`src/rtl/bp_pkg.sv`:
```
// Shared constants and helpers for the BTB branch predictor: counter init values
// and PC index/tag extraction, also used by the pipeline registers.
package bp_pkg;

  // Widest PC the helpers accept; callers zero-extend and truncate.
  localparam int unsigned BP_PC_W = 64;

  // Weakly not-taken: 2^(cnt_w-1)-1 (CNT_WNT).
  function automatic logic [3:0] cnt_wnt(input int unsigned cnt_w);
    return 4'((1 << (cnt_w - 1)) - 1);
  endfunction

  // Weakly taken: 2^(cnt_w-1) (CNT_WT).
  function automatic logic [3:0] cnt_wt(input int unsigned cnt_w);
    return 4'(1 << (cnt_w - 1));
  endfunction

  // Index is pc[idx_w+1:2]; pc[1:0] never participates.
  function automatic logic [BP_PC_W-1:0] pc_index(input logic [BP_PC_W-1:0] pc,
                                                  input int unsigned idx_w);
    return (pc >> 2) & ((BP_PC_W'(1) << idx_w) - BP_PC_W'(1));
  endfunction

  function automatic logic [BP_PC_W-1:0] pc_tag(input logic [BP_PC_W-1:0] pc,
                                                input int unsigned idx_w);
    return pc >> (idx_w + 2);
  endfunction

endpackage

```
`src/rtl/bp_sat_counter.sv`:
```
// N-bit saturating up/down counter with a parallel load, one per BTB entry.
// With CNT_W=1 it degenerates to a last-outcome bit.
module bp_sat_counter #(
  parameter int unsigned     CNT_W   = 2,
  parameter logic [CNT_W-1:0] RST_VAL = '0
) (
  input  logic             clk,
  input  logic             rst_n,
  input  logic             en,
  input  logic             up,
  input  logic             load,
  input  logic [CNT_W-1:0] load_val,
  output logic [CNT_W-1:0] cnt
);

  logic [CNT_W-1:0] cnt_q, cnt_d;

  always_comb begin
    cnt_d = cnt_q;
    if (load) begin
      cnt_d = load_val;
    end else if (en) begin
      if (up) begin
        if (cnt_q != {CNT_W{1'b1}}) cnt_d = cnt_q + CNT_W'(1);
      end else begin
        if (cnt_q != '0) cnt_d = cnt_q - CNT_W'(1);
      end
    end
  end

  always_ff @(posedge clk or negedge rst_n) begin
    if (!rst_n) cnt_q <= RST_VAL;
    else        cnt_q <= cnt_d;
  end

  assign cnt = cnt_q;

endmodule

```
`src/rtl/branch_predictor_btb.sv`:
```
// Direct-mapped BTB with per-entry saturating counters, combinational DE lookup,
// EX update and mispredict/redirect. `BP_STATS_EN adds lookup/branch/mispredict counters.
module branch_predictor_btb
  import bp_pkg::*;
#(
  parameter int unsigned XLEN    = 32,
  parameter int unsigned ENTRIES = 16,
  parameter int unsigned CNT_W   = 2
) (
  input  logic            clk,
  input  logic            rst_n,
  input  logic [XLEN-1:0] lk_pc,
  output logic            lk_hit,
  output logic            lk_taken,
  output logic [XLEN-1:0] lk_target,
  input  logic            stall,
  input  logic            flush,
  input  logic            upd_en,
  input  logic [XLEN-1:0] upd_pc,
  input  logic            upd_taken,
  input  logic [XLEN-1:0] upd_target,
  input  logic            upd_pred_taken,
  input  logic [XLEN-1:0] upd_pred_target,
  output logic            mispredict,
  output logic [XLEN-1:0] redirect_pc
`ifdef BP_STATS_EN
  ,
  output logic [31:0]     stat_lookups,
  output logic [31:0]     stat_branches,
  output logic [31:0]     stat_mispred
`endif
);

  localparam int unsigned IDX_W = $clog2(ENTRIES);
  localparam int unsigned TAG_W = XLEN - 2 - IDX_W;

  localparam logic [CNT_W-1:0] CntRst   = CNT_W'(cnt_wnt(CNT_W));
  localparam logic [CNT_W-1:0] CntAlloc = CNT_W'(cnt_wt(CNT_W));

  logic [ENTRIES-1:0]              valid_q;
  logic [TAG_W-1:0]                tag_q    [ENTRIES];
  logic [XLEN-1:0]                 target_q [ENTRIES];
  logic [ENTRIES-1:0][CNT_W-1:0]   cnt;

  logic [IDX_W-1:0] lk_idx, upd_idx;
  logic [TAG_W-1:0] lk_tag, upd_tag;
  logic             upd_hit, commit, alloc, tgt_we;

  assign lk_idx  = IDX_W'(pc_index(BP_PC_W'(lk_pc), IDX_W));
  assign lk_tag  = TAG_W'(pc_tag(BP_PC_W'(lk_pc), IDX_W));
  assign upd_idx = IDX_W'(pc_index(BP_PC_W'(upd_pc), IDX_W));
  assign upd_tag = TAG_W'(pc_tag(BP_PC_W'(upd_pc), IDX_W));

  // Lookup reads pre-edge state only; no bypass from a same-cycle update.
  always_comb begin
    lk_hit    = valid_q[lk_idx] && (tag_q[lk_idx] == lk_tag);
    lk_taken  = lk_hit && cnt[lk_idx][CNT_W-1];
    lk_target = lk_hit ? target_q[lk_idx] : '0;
  end

  // Flush drops any same-cycle update.
  assign upd_hit = valid_q[upd_idx] && (tag_q[upd_idx] == upd_tag);
  assign commit  = upd_en && !stall && !flush;
  assign alloc   = commit && !upd_hit && upd_taken;
  assign tgt_we  = commit && upd_taken;

  always_ff @(posedge clk or negedge rst_n) begin
    if (!rst_n) begin
      valid_q <= '0;
    end else if (flush) begin
      valid_q <= '0;
    end else if (alloc) begin
      valid_q[upd_idx] <= 1'b1;
    end
  end

  always_ff @(posedge clk or negedge rst_n) begin
    if (!rst_n) begin
      for (int i = 0; i < int'(ENTRIES); i++) begin
        tag_q[i]    <= '0;
        target_q[i] <= '0;
      end
    end else begin
      if (alloc)  tag_q[upd_idx]    <= upd_tag;
      if (tgt_we) target_q[upd_idx] <= upd_target;
    end
  end

  for (genvar i = 0; i < int'(ENTRIES); i++) begin : g_cnt
    logic sel;
    assign sel = commit && (upd_idx == IDX_W'(i));

    bp_sat_counter #(
      .CNT_W   (CNT_W),
      .RST_VAL (CntRst)
    ) u_cnt (
      .clk      (clk),
      .rst_n    (rst_n),
      .en       (sel && upd_hit),
      .up       (upd_taken),
      .load     (sel && !upd_hit && upd_taken),
      .load_val (CntAlloc),
      .cnt      (cnt[i])
    );
  end

  // Combinational so the PC mux sees the redirect in the same EX cycle.
  always_comb begin
    mispredict  = upd_en && !stall &&
                  ((upd_pred_taken != upd_taken) ||
                   (upd_taken && (upd_pred_target != upd_target)));
    redirect_pc = upd_taken ? upd_target : upd_pc + XLEN'(4);
  end

`ifdef BP_STATS_EN
  logic [31:0] lookups_q, branches_q, mispred_q;

  always_ff @(posedge clk or negedge rst_n) begin
    if (!rst_n) begin
      lookups_q  <= '0;
      branches_q <= '0;
      mispred_q  <= '0;
    end else begin
      if (lk_hit && !stall) lookups_q  <= lookups_q + 32'd1;
      if (commit)           branches_q <= branches_q + 32'd1;
      if (mispredict)       mispred_q  <= mispred_q + 32'd1;
    end
  end

  assign stat_lookups  = lookups_q;
  assign stat_branches = branches_q;
  assign stat_mispred  = mispred_q;
`endif

endmodule

```
`config.mk`:
```
export PLATFORM = sky130hd
export DESIGN_NAME = branch_predictor_btb
export DESIGN_NICKNAME = d
export VERILOG_FILES = /design/src/rtl/bp_pkg.sv /design/src/rtl/bp_sat_counter.sv /design/src/rtl/branch_predictor_btb.sv
export SDC_FILE = /design/constraint.sdc
export NUM_CORES = 2
export LEC_CHECK = 0
export ABC_AREA = 0
export CAP_MARGIN = 40
export CELL_PAD_IN_SITES_DETAIL_PLACEMENT = 2
export CELL_PAD_IN_SITES_GLOBAL_PLACEMENT = 2
export CORE_ASPECT_RATIO = 0.9
export CORE_UTILIZATION = 47
export CTS_BUF_LIST = sky130_fd_sc_hd__clkbuf_4
export DETAILED_ROUTE_END_ITERATION = 12
export GPL_TIMING_DRIVEN = 1
export PLACE_DENSITY_LB_ADDON = 0.1
export SYNTH_ARGS = -nofsm -noshare
export SYNTH_HDL_FRONTEND = slang
export SYNTH_SLANG_ARGS = --single-unit
```
`constraint.sdc`:
```
create_clock -name clk -period 6.1 [get_ports clk]
set_input_delay 0.61 -clock clk [delete_from_list [all_inputs] [get_ports clk]]
set_output_delay 0.61 -clock clk [all_outputs]
set_load 0.1 [all_outputs]
```
; After elaboration in Yosys (flattened, before gate mapping)
; Cells that the tools add are included.
[totals]
regBits = 976
output_inout_bits = 67
in_bits = 135
[op_classes]
bitwise_logic = 3
n_addsub = 33
n_eq_ne = 51
reduce_logical = 146
n_lt_le_gt_ge = 6
n_mux = 107
[ops]
columns = operator, count
row1 = bitwise mux 512 bit, 1
row2 = bitwise mux 416 bit, 1
row3 = binary-select mux 26 bit (select 4 bit), 2
row4 = two-way mux 2 bit, 81
row5 = two-way mux 32 bit, 5
row6 = two-way mux 26 bit, 5
row7 = binary-select mux 32 bit (select 4 bit), 1
row8 = demux 32 bit (select 4 bit), 1
row9 = demux 26 bit (select 4 bit), 1
row10 = logical AND 1 bit, 76
row11 = nonzero test 2 bit, 33
row12 = == test 26 bit, 2
row13 = != test 3 x 1 -> 1 bit (second input constant), 16
row14 = AND reduction 3 bit, 16
row15 = nonzero test 3 bit, 16
row16 = adder 2 x 1 -> 2 bit (second input constant), 16
row17 = adder 32 x 3 -> 32 bit (second input constant), 1
row18 = == test 4 bit (second input constant), 8
row19 = two-way mux 16 bit, 2
row20 = != test 2 bit (second input constant), 16
row21 = != test 32 bit, 1
row22 = subtractor 2 x 1 -> 2 bit (second input constant), 16
row23 = == test 4 x 3 -> 1 bit (second input constant), 4
row24 = OR 16 bit, 1
row25 = 15 further kinds, 24

; Logic depth before layout (Yosys ltp)
[depth]
word_depth = 11
mapped_depth = 16
ltp_nobuf = 9

; Modules after synthesis
; A second synthesis with hierarchy kept.
[hier_totals]
cells_unflattened = 3458
hier_area_um2 = 51715.8
[by_module_without_submodules]
columns = mod, area_each_um2, cells_each, seq_area_each_um2, instances
row1 = branch_predictor_btb, 49914.1, 3282, 23622.7, 1
row2 = bp_sat_counter, 112.6, 11, 51.3, 16

; Worst setup path before layout
; No wires, ideal clock.
[synth_timing]
path_type = in2out
start = input port upd_pc[5]
end = output port redirect_pc[29]
n_path_buf = 5
arrival_ns = 5.443
required_ns = 5.490
cell_stages = 13
slack_ns = 0.047
path_cell_list = buf_2 buf_2 buf_2 buf_2 clkbuf_1 nand2_1 or3_1 nor3_1 nand2_1 nor2_1 nand3_1 xor2_1 o21ai_0
[synth_via]
elab_chain_cells = 2
[synth_lines]
columns = element, line
row1 = from (decl), branch_predictor_btb.sv:19  ; input logic [XLEN-1:0] upd_pc,
row2 = adder 32 x 3 -> 32 bit, branch_predictor_btb.sv:112  ; redirect_pc = upd_taken ? upd_target : upd_pc + XLEN'(4);
row3 = two-way mux 32 bit, branch_predictor_btb.sv:112
row4 = to (decl), branch_predictor_btb.sv:25  ; output logic [XLEN-1:0] redirect_pc
; No other way between the ends.

; Worst setup path after layout
[layout_timing]
start = register tag_q[81] in the netlist's numbering
end = output port lk_target[4]
[layout_via]
elab_chain_cells = 6
[layout_lines]
columns = element, line
row1 = from (decl), branch_predictor_btb.sv:41  ; logic [TAG_W-1:0] tag_q [ENTRIES];
row2 = "from (signal, indexed assignment)", branch_predictor_btb.sv:84  ; if (alloc) tag_q[upd_idx] <= upd_tag;
row3 = binary-select mux 26 bit (select 4 bit), branch_predictor_btb.sv:56  ; lk_hit = valid_q[lk_idx] && (tag_q[lk_idx] == lk_tag);
row4 = two-way mux 26 bit (implied by the code) (2 in a row), branch_predictor_btb.sv:56
row5 = == test 26 bit, branch_predictor_btb.sv:56
row6 = logical AND 1 bit, branch_predictor_btb.sv:56
row7 = two-way mux 32 bit, branch_predictor_btb.sv:58  ; lk_target = lk_hit ? target_q[lk_idx] : '0;
row8 = to (decl), branch_predictor_btb.sv:15  ; output logic [XLEN-1:0] lk_target,
; No other way between the ends. The select of a mux whose other input is x is not followed.

==> results.json <==
{
  "status": "complete, no violations",
  "ios": 202,
  "drtPass1Iterations": 6,
  "hold_viol": 0,
  "areaGrowthSynthToFinish_pct": 16.1,
  "setup_viol": 0,
  "dieArea_um2": 111000,
  "cts_buffers": 289,
  "holdPathEnd": "target_q[492]$_DFFE_PN0P_",
  "synth_nets": 4510,
  "clock_sinks": 976,
  "async_flop_share_pct": 100,
  "hold_ws_ns": 0.0881,
  "p_leak_nw": 28.8,
  "dpl.hpwl_mm": 135,
  "relSlewSlack_pct": 29.5,
  "ys_ff_latch": 976,
  "cts_root_buf": "clkbuf_4",
  "synth_edf_count": 0,
  "vdd_drop_max_v": 0.000189,
  "multiInputGateArea_um2": 25300,
  "crit_required_ns": 5.49,
  "r2r_setup_slack_ns": 1.38,
  "netlist_area_um2": 51500,
  "ys_warn_count": 0,
  "routed_via_density": 6.71,
  "path_cells": "mux4_2 > mux4_2 > xnor2_1 > nand4_1 > nor4_1 > nand4_1 > buf_4 > nor2b_1 > buf_4 > buf_12",
  "yosysUniqueCellTypes": 71,
  "dieWidth_um": 351,
  "cp.depth": 10,
  "grt_remaining_overflow": 0,
  "critPathBufInv": 3,
  "worstPathArrival_ns": 5.02,
  "rsz0062_at_grt": "false",
  "crit_slowest_cell": "mux4_2",
  "r2r_start": "tag_q[24]$_DFFE_PN0P_",
  "vias": 42500,
  "r2r_cells": 11,
  "final_antenna_net_count": 0,
  "fin_worst_skew_ns": 0.107,
  "grt_pass1_wl_mm": 343,
  "dp_cells": 5842,
  "regArea_um2": 24400,
  "grt_max_degree": 173,
  "slew_viol_final": 0,
  "synthFlopType": "dfrtp_1",
  "min_from": "upd_target[12]",
  "floorplan.initialDensity_pct": 47.7,
  "max_freq_mhz": 178,
  "r2r-end": "g_cnt[1].u_cnt.cnt[0]$_DFFE_PN1P_",
  "die_h_um": 316,
  "avgRoutedWirePerCell_um": 37.7,
  "syn_inst": 4371,
  "drcViolationCount": 0,
  "crit_family": "multiplexers",
  "clk_latency_ns": 1.36,
  "crit_path_max_incr_delay_ns": 0.53,
  "cts_tree": "done",
  "clkSlewWorstSetupHoldPaths_ns": 0.10,
  "final.setup.tns_ns": 0,
  "fin_crit_sh_pct": 92.3,
  "htreeDepth": 5,
  "endpoint_kind": "primary output",
  "grt_pass1_vias": 47800,
  "core_um2": 108000,
  "critPathKind": "reg -> out",
  "worstHoldPathCells": 4,
  "synth_seq_area_share_pct": 47.4,
  "place_congestion": 0.861,
  "start_kind": "register",
  "port_buffers": 199,
  "path_max_fanout": 34,
  "fill_cells": 10200,
  "period_needed_ns": 5.63,
  "antenna_found_initial": 17,
  "p_per_area_nw_per_um2": 275,
  "synth_area_per_cell_um2": 11.8,
  "drt-total-wl_mm": 239,
  "tightest_slew_ns": 1.05,
  "drt-initial-drc-count": 4657,
  "clock_path_buffers": 4,
  "track_usage_pct": 43.3,
  "final_nets": 4829,
  "fin_cells": 6335,
  "post-cts-setup-buffers": 0,
  "hold_class": "in -> reg",
  "row_count": 114,
  "drv_cap": 0,
  "drive_gt1_share_pct": 29.3
}
==> routing by layer <==
layer | routed length, um | global-route usage (%)
met4 | 12400 | 22.7
met3 | 24300 | 12.5
met1 | 89900 | 54.3
met2 | 112000 | 68.4
met5 | 112 | 0
==> how the worst max path moves through the flow <==
stage / startpoint / to / slack, ns
finish: tag_q[81]$_DFFE_PN0P_ / lk_target[4] / 0.47
global route: tag_q[401]$_DFFE_PN0P_ / lk_target[4] / 0.42
CTS: tag_q[317]$_DFFE_PN0P_ / lk_target[4] / 0.29
detailed placement: upd_pc[2] / g_cnt[13].u_cnt.cnt[0]$_DFFE_PN1P_ / 0.67
global placement: upd_pc[2] / g_cnt[3].u_cnt.cnt[1]$_DFFE_PN0P_ / 0.83
floorplan: upd_pc[5] / redirect_pc[29] / 0.05
==> cell usage in the layout, fill, tap and decap left out, types with 16 or more instances in the layout <==
cell type	synthesis	routed
nand4_1	21	21
clkbuf_4	0	412
mux2_4	153	153
dfrtp_1	960	960
nor2_1	62	47
a22oi_1	23	23
or3_1	17	17
nand3_1	20	20
clkinv_1	3	48
xnor2_1	67	67
mux2_1	263	263
clkdlybuf4s50_1	0	130
nor3_1	21	21
nand2_1	1427	1415
buf_4	12	196
mux2_2	90	90
o21ai_1	16	16
a21o_1	33	33
xor2_1	49	49
mux2i_1	61	61
mux4_2	389	389
o21ai_0	45	45
nor2b_1	43	43
buf_12	0	78
dfstp_2	16	16
==> state kept, by name, summed over array words and instances (netlist names) <==
signal and flops:
g_cnt.u_cnt.cnt 32, tag_q 416, target_q 512, valid_q 16
==> logic make-up after synthesis <==
kind of cell	share of synthesized area (%)
AND/OR/NAND/NOR	13.0
flip-flops	47.4
multiplexers	30.4
buffers and inverters	3.79
AO/OA/AOI/OAI	3.32
XOR/XNOR	1.97
adder cells (fa/ha/maj)	0.0971
==> synthesized netlist by cell type (all sizes together), types with 23 or more instances <==
cell type | n | area share [%]
a21o | 33 | 0.48
a22oi | 23 | 0.34
buf | 138 | 1.7
clkbuf | 264 | 1.9
dfrtp | 960 | 47
mux2 | 506 | 12
mux2i | 61 | 1.2
mux4 | 389 | 17
nand2 | 1427 | 10
nor2 | 62 | 0.45
nor2b | 43 | 0.52
o21ai | 61 | 0.59
xnor2 | 67 | 1.1
xor2 | 49 | 0.83
==> tightest hold or removal path, stage by stage <==
cell and delay, ns:
clkdlybuf4s50_1 0.40, buf_4 0.21, nand2_1 0.09, nand2_1 0.05
==> power by group <==
group	leakage [nW]	internal (mW)	switching [mW]
sequential	13.2	6.98	0.448
clock	2.04	3.16	3.29
combinational	13.6	1.08	1.49
==> timing repair <==
action,4_1_cts,5_1_grt
hold buffers,5,0
hold endpoints to repair,182,0
gates resized for setup,0,0
==> final cells by class <==
| type | count | area share [%] |
|---|---|---|
| Clock buffer | 411 | 5.16 |
| Clock inverter | 60 | 0.475 |
| Tap cell | 1450 | 3.03 |
| Multi-Input combinational cell | 2976 | 42.4 |
| Timing Repair Buffer | 430 | 7.91 |
| Antenna cell | 15 | 0.0628 |
| Inverter | 17 | 0.107 |
| Sequential cell | 976 | 40.9 |
==> through the flow <==
step | power (mW) | util [%] | setup WS, ns | area, um^2
finish | 16.4 | 55.4 | 0.470 | 59800
global route | 16.9 | 55.4 | 0.420 | 59800
CTS | 16.4 | 55.3 | 0.294 | 59700
detailed placement | 9.86 | 52.1 | 0.670 | 56300
global placement | 9.65 | 51.9 | 0.832 | 56000
floorplan | 8.79 | - | 0.0475 | 51500
(Power assumes the default switching activity.)
==> variant (config.mk and constraints unchanged) <==
`CNT_W` is set to 2 in 2 places; all go to 4.
--- a/src/rtl/bp_sat_counter.sv
+++ b/src/rtl/bp_sat_counter.sv
@@ -1,7 +1,7 @@
 // N-bit saturating up/down counter with a parallel load, one per BTB entry.
 // With CNT_W=1 it degenerates to a last-outcome bit.
 module bp_sat_counter #(
-  parameter int unsigned     CNT_W   = 2,
+  parameter int unsigned     CNT_W   = 4,
   parameter logic [CNT_W-1:0] RST_VAL = '0
 ) (
   input  logic             clk,
--- a/src/rtl/branch_predictor_btb.sv
+++ b/src/rtl/branch_predictor_btb.sv
@@ -5,7 +5,7 @@
 #(
   parameter int unsigned XLEN    = 32,
   parameter int unsigned ENTRIES = 16,
-  parameter int unsigned CNT_W   = 2
+  parameter int unsigned CNT_W   = 4
 ) (
   input  logic            clk,
   input  logic            rst_n,
Function: not settled (the Yosys comparison gave no result); the edit may change what the design does.
==> variant against the unedited design <==
Worst setup slack worse by 1.7 ps; highest routed layer unchanged; area after synthesis up 4.8%; largest cell class unchanged; critical path type unchanged; count of clock-buffer cells in the layout grew 22; routed wire length fell by 13%; power up 0.72%; sequential cell count up 32; cell area grew 3.3%; die area grew 4.7%.
==> variant: results (changes against the unedited design) <==
Fraction of area in registers: 40.9% (+0.042 points)
Multi-input gate share of total cell area: 43.7% (+1.3 points)
Synth-to-layout area growth: 14.5%
Layout clock buffers: 433 (+5.4%)
Post-synth top cells: 960 x dfrtp_1, 863 x mux2_2, 376 x mux4_2, 301 x nand2_1, 238 x clkbuf_1
Nonclk buf count: 382 (-11%)
Layout Nets: 4480 (-7.2%)
Unique cell type count in the Yosys netlist: 73 (+2.8%)
Detailed-route wire length per cell: 34.7 um (-7.9%)
Net Sw Frac: 29.8% (-2.0 points)
Adder-Cell Fraction of Synth Area: 1.43% (+1.3 points)
Die Area: 116000 sq um (+4.7%)
Cts bufs inserted: 298 (+3.1%)
Pre-CTS setup slack: 840 ps (+170 ps)
Vias in the first global route: 43.7k (-8.5%)
Invs w/o clock: 53 (+36)
Cell Count, Final, Fillers Out: 5977 (-5.7%)
Multiplexer share of the synthesized area: 36.2% (+5.8 points)
Clock latency on the worst-skew pair: 1300 ps (-60 ps)
DR vias/cell: 6.49 (-3.2%)
DR iter-0 viols: 3212 (-31%)
Clk cell area share: 5.66% (+0.021 points)
Synth Instances: 3975 (-9.1%)
First-pass GRT wire length: 304000 um (-11%)
Complex-gate fraction of the synthesized area: 3.73% (+0.42 points)
Dpl hpwl: 121000 um (-11%)
Slew HR: 30.4% (+0.94 points)
CTS clk-pin slew, worst paths: 70 ps (-30 ps)
Placed Area: 58200 sq um (+3.4%)
XOR/XNOR Fraction of Synth Area: 2.27% (+0.30 points)
Non-clock buffer share: 6.38% (-1.5 points)
Share of cells above drive strength 1: 45.3% (+16 points)
Total Routing Usage GR: 35.9% (-7.5 points)
Top post-synthesis cells by area: dfrtp_1 45%, mux2_2 18%, mux4_2 16%
Setup Buffers After CTS: 0 (unchanged)
Diodes inserted: 7 (-8)
First-pass DRT Iterations: 5 (-1)
Net Count, Synth: 4162 (-7.7%)
Status: finished clean
Lkg Pwr: 28.3 nW (-2.0%)
Initial antenna violation count: 7 (-10)
Fill count: 10.4k (+1.4%)
Sequential area share after synthesis: 46.8% (-0.60 points)
==> variant: power groups by stage <==
stage	Combinational (mW)	Clock [mW]	Sequential [mW]
after global placement	2.29	0	7.62
after floorplan	1.55	0	7.52
final	2.48	6.47	7.61
after CTS	2.47	6.57	7.59
after global routing	2.61	6.90	7.65
after detailed placement	2.41	0	7.68
==> variant: final timing paths <==
| kind | end | from | cells past startpoint | slack [ps] |
|---|---|---|---|---|
| worst max-delay path | lk_target[12] | tag_q[286] | 8 | 470 |
| worst min-delay path | target_q[90] | upd_target[26] | 4 | 80 |
| worst max register to register | g_cnt[0].u_cnt.cnt[2] | tag_q[24] | 11 | 2170 |
| worst min register to register | target_q[68] | target_q[68] | 2 | 480 |
| max in group asynchronous | tag_q[193] | rst_n | 4 | 4400 |
| min in group asynchronous | tag_q[308] | rst_n | 3 | 460 |
==> variant: routing by layer <==
metal,share of wire [%],GRT usage (%),routed length [um]
met5,0.0034,0,7
met4,3.6,14.6,7390
met3,6.1,6.85,12700
met2,49,58.6,101000
met1,41,47.2,86000
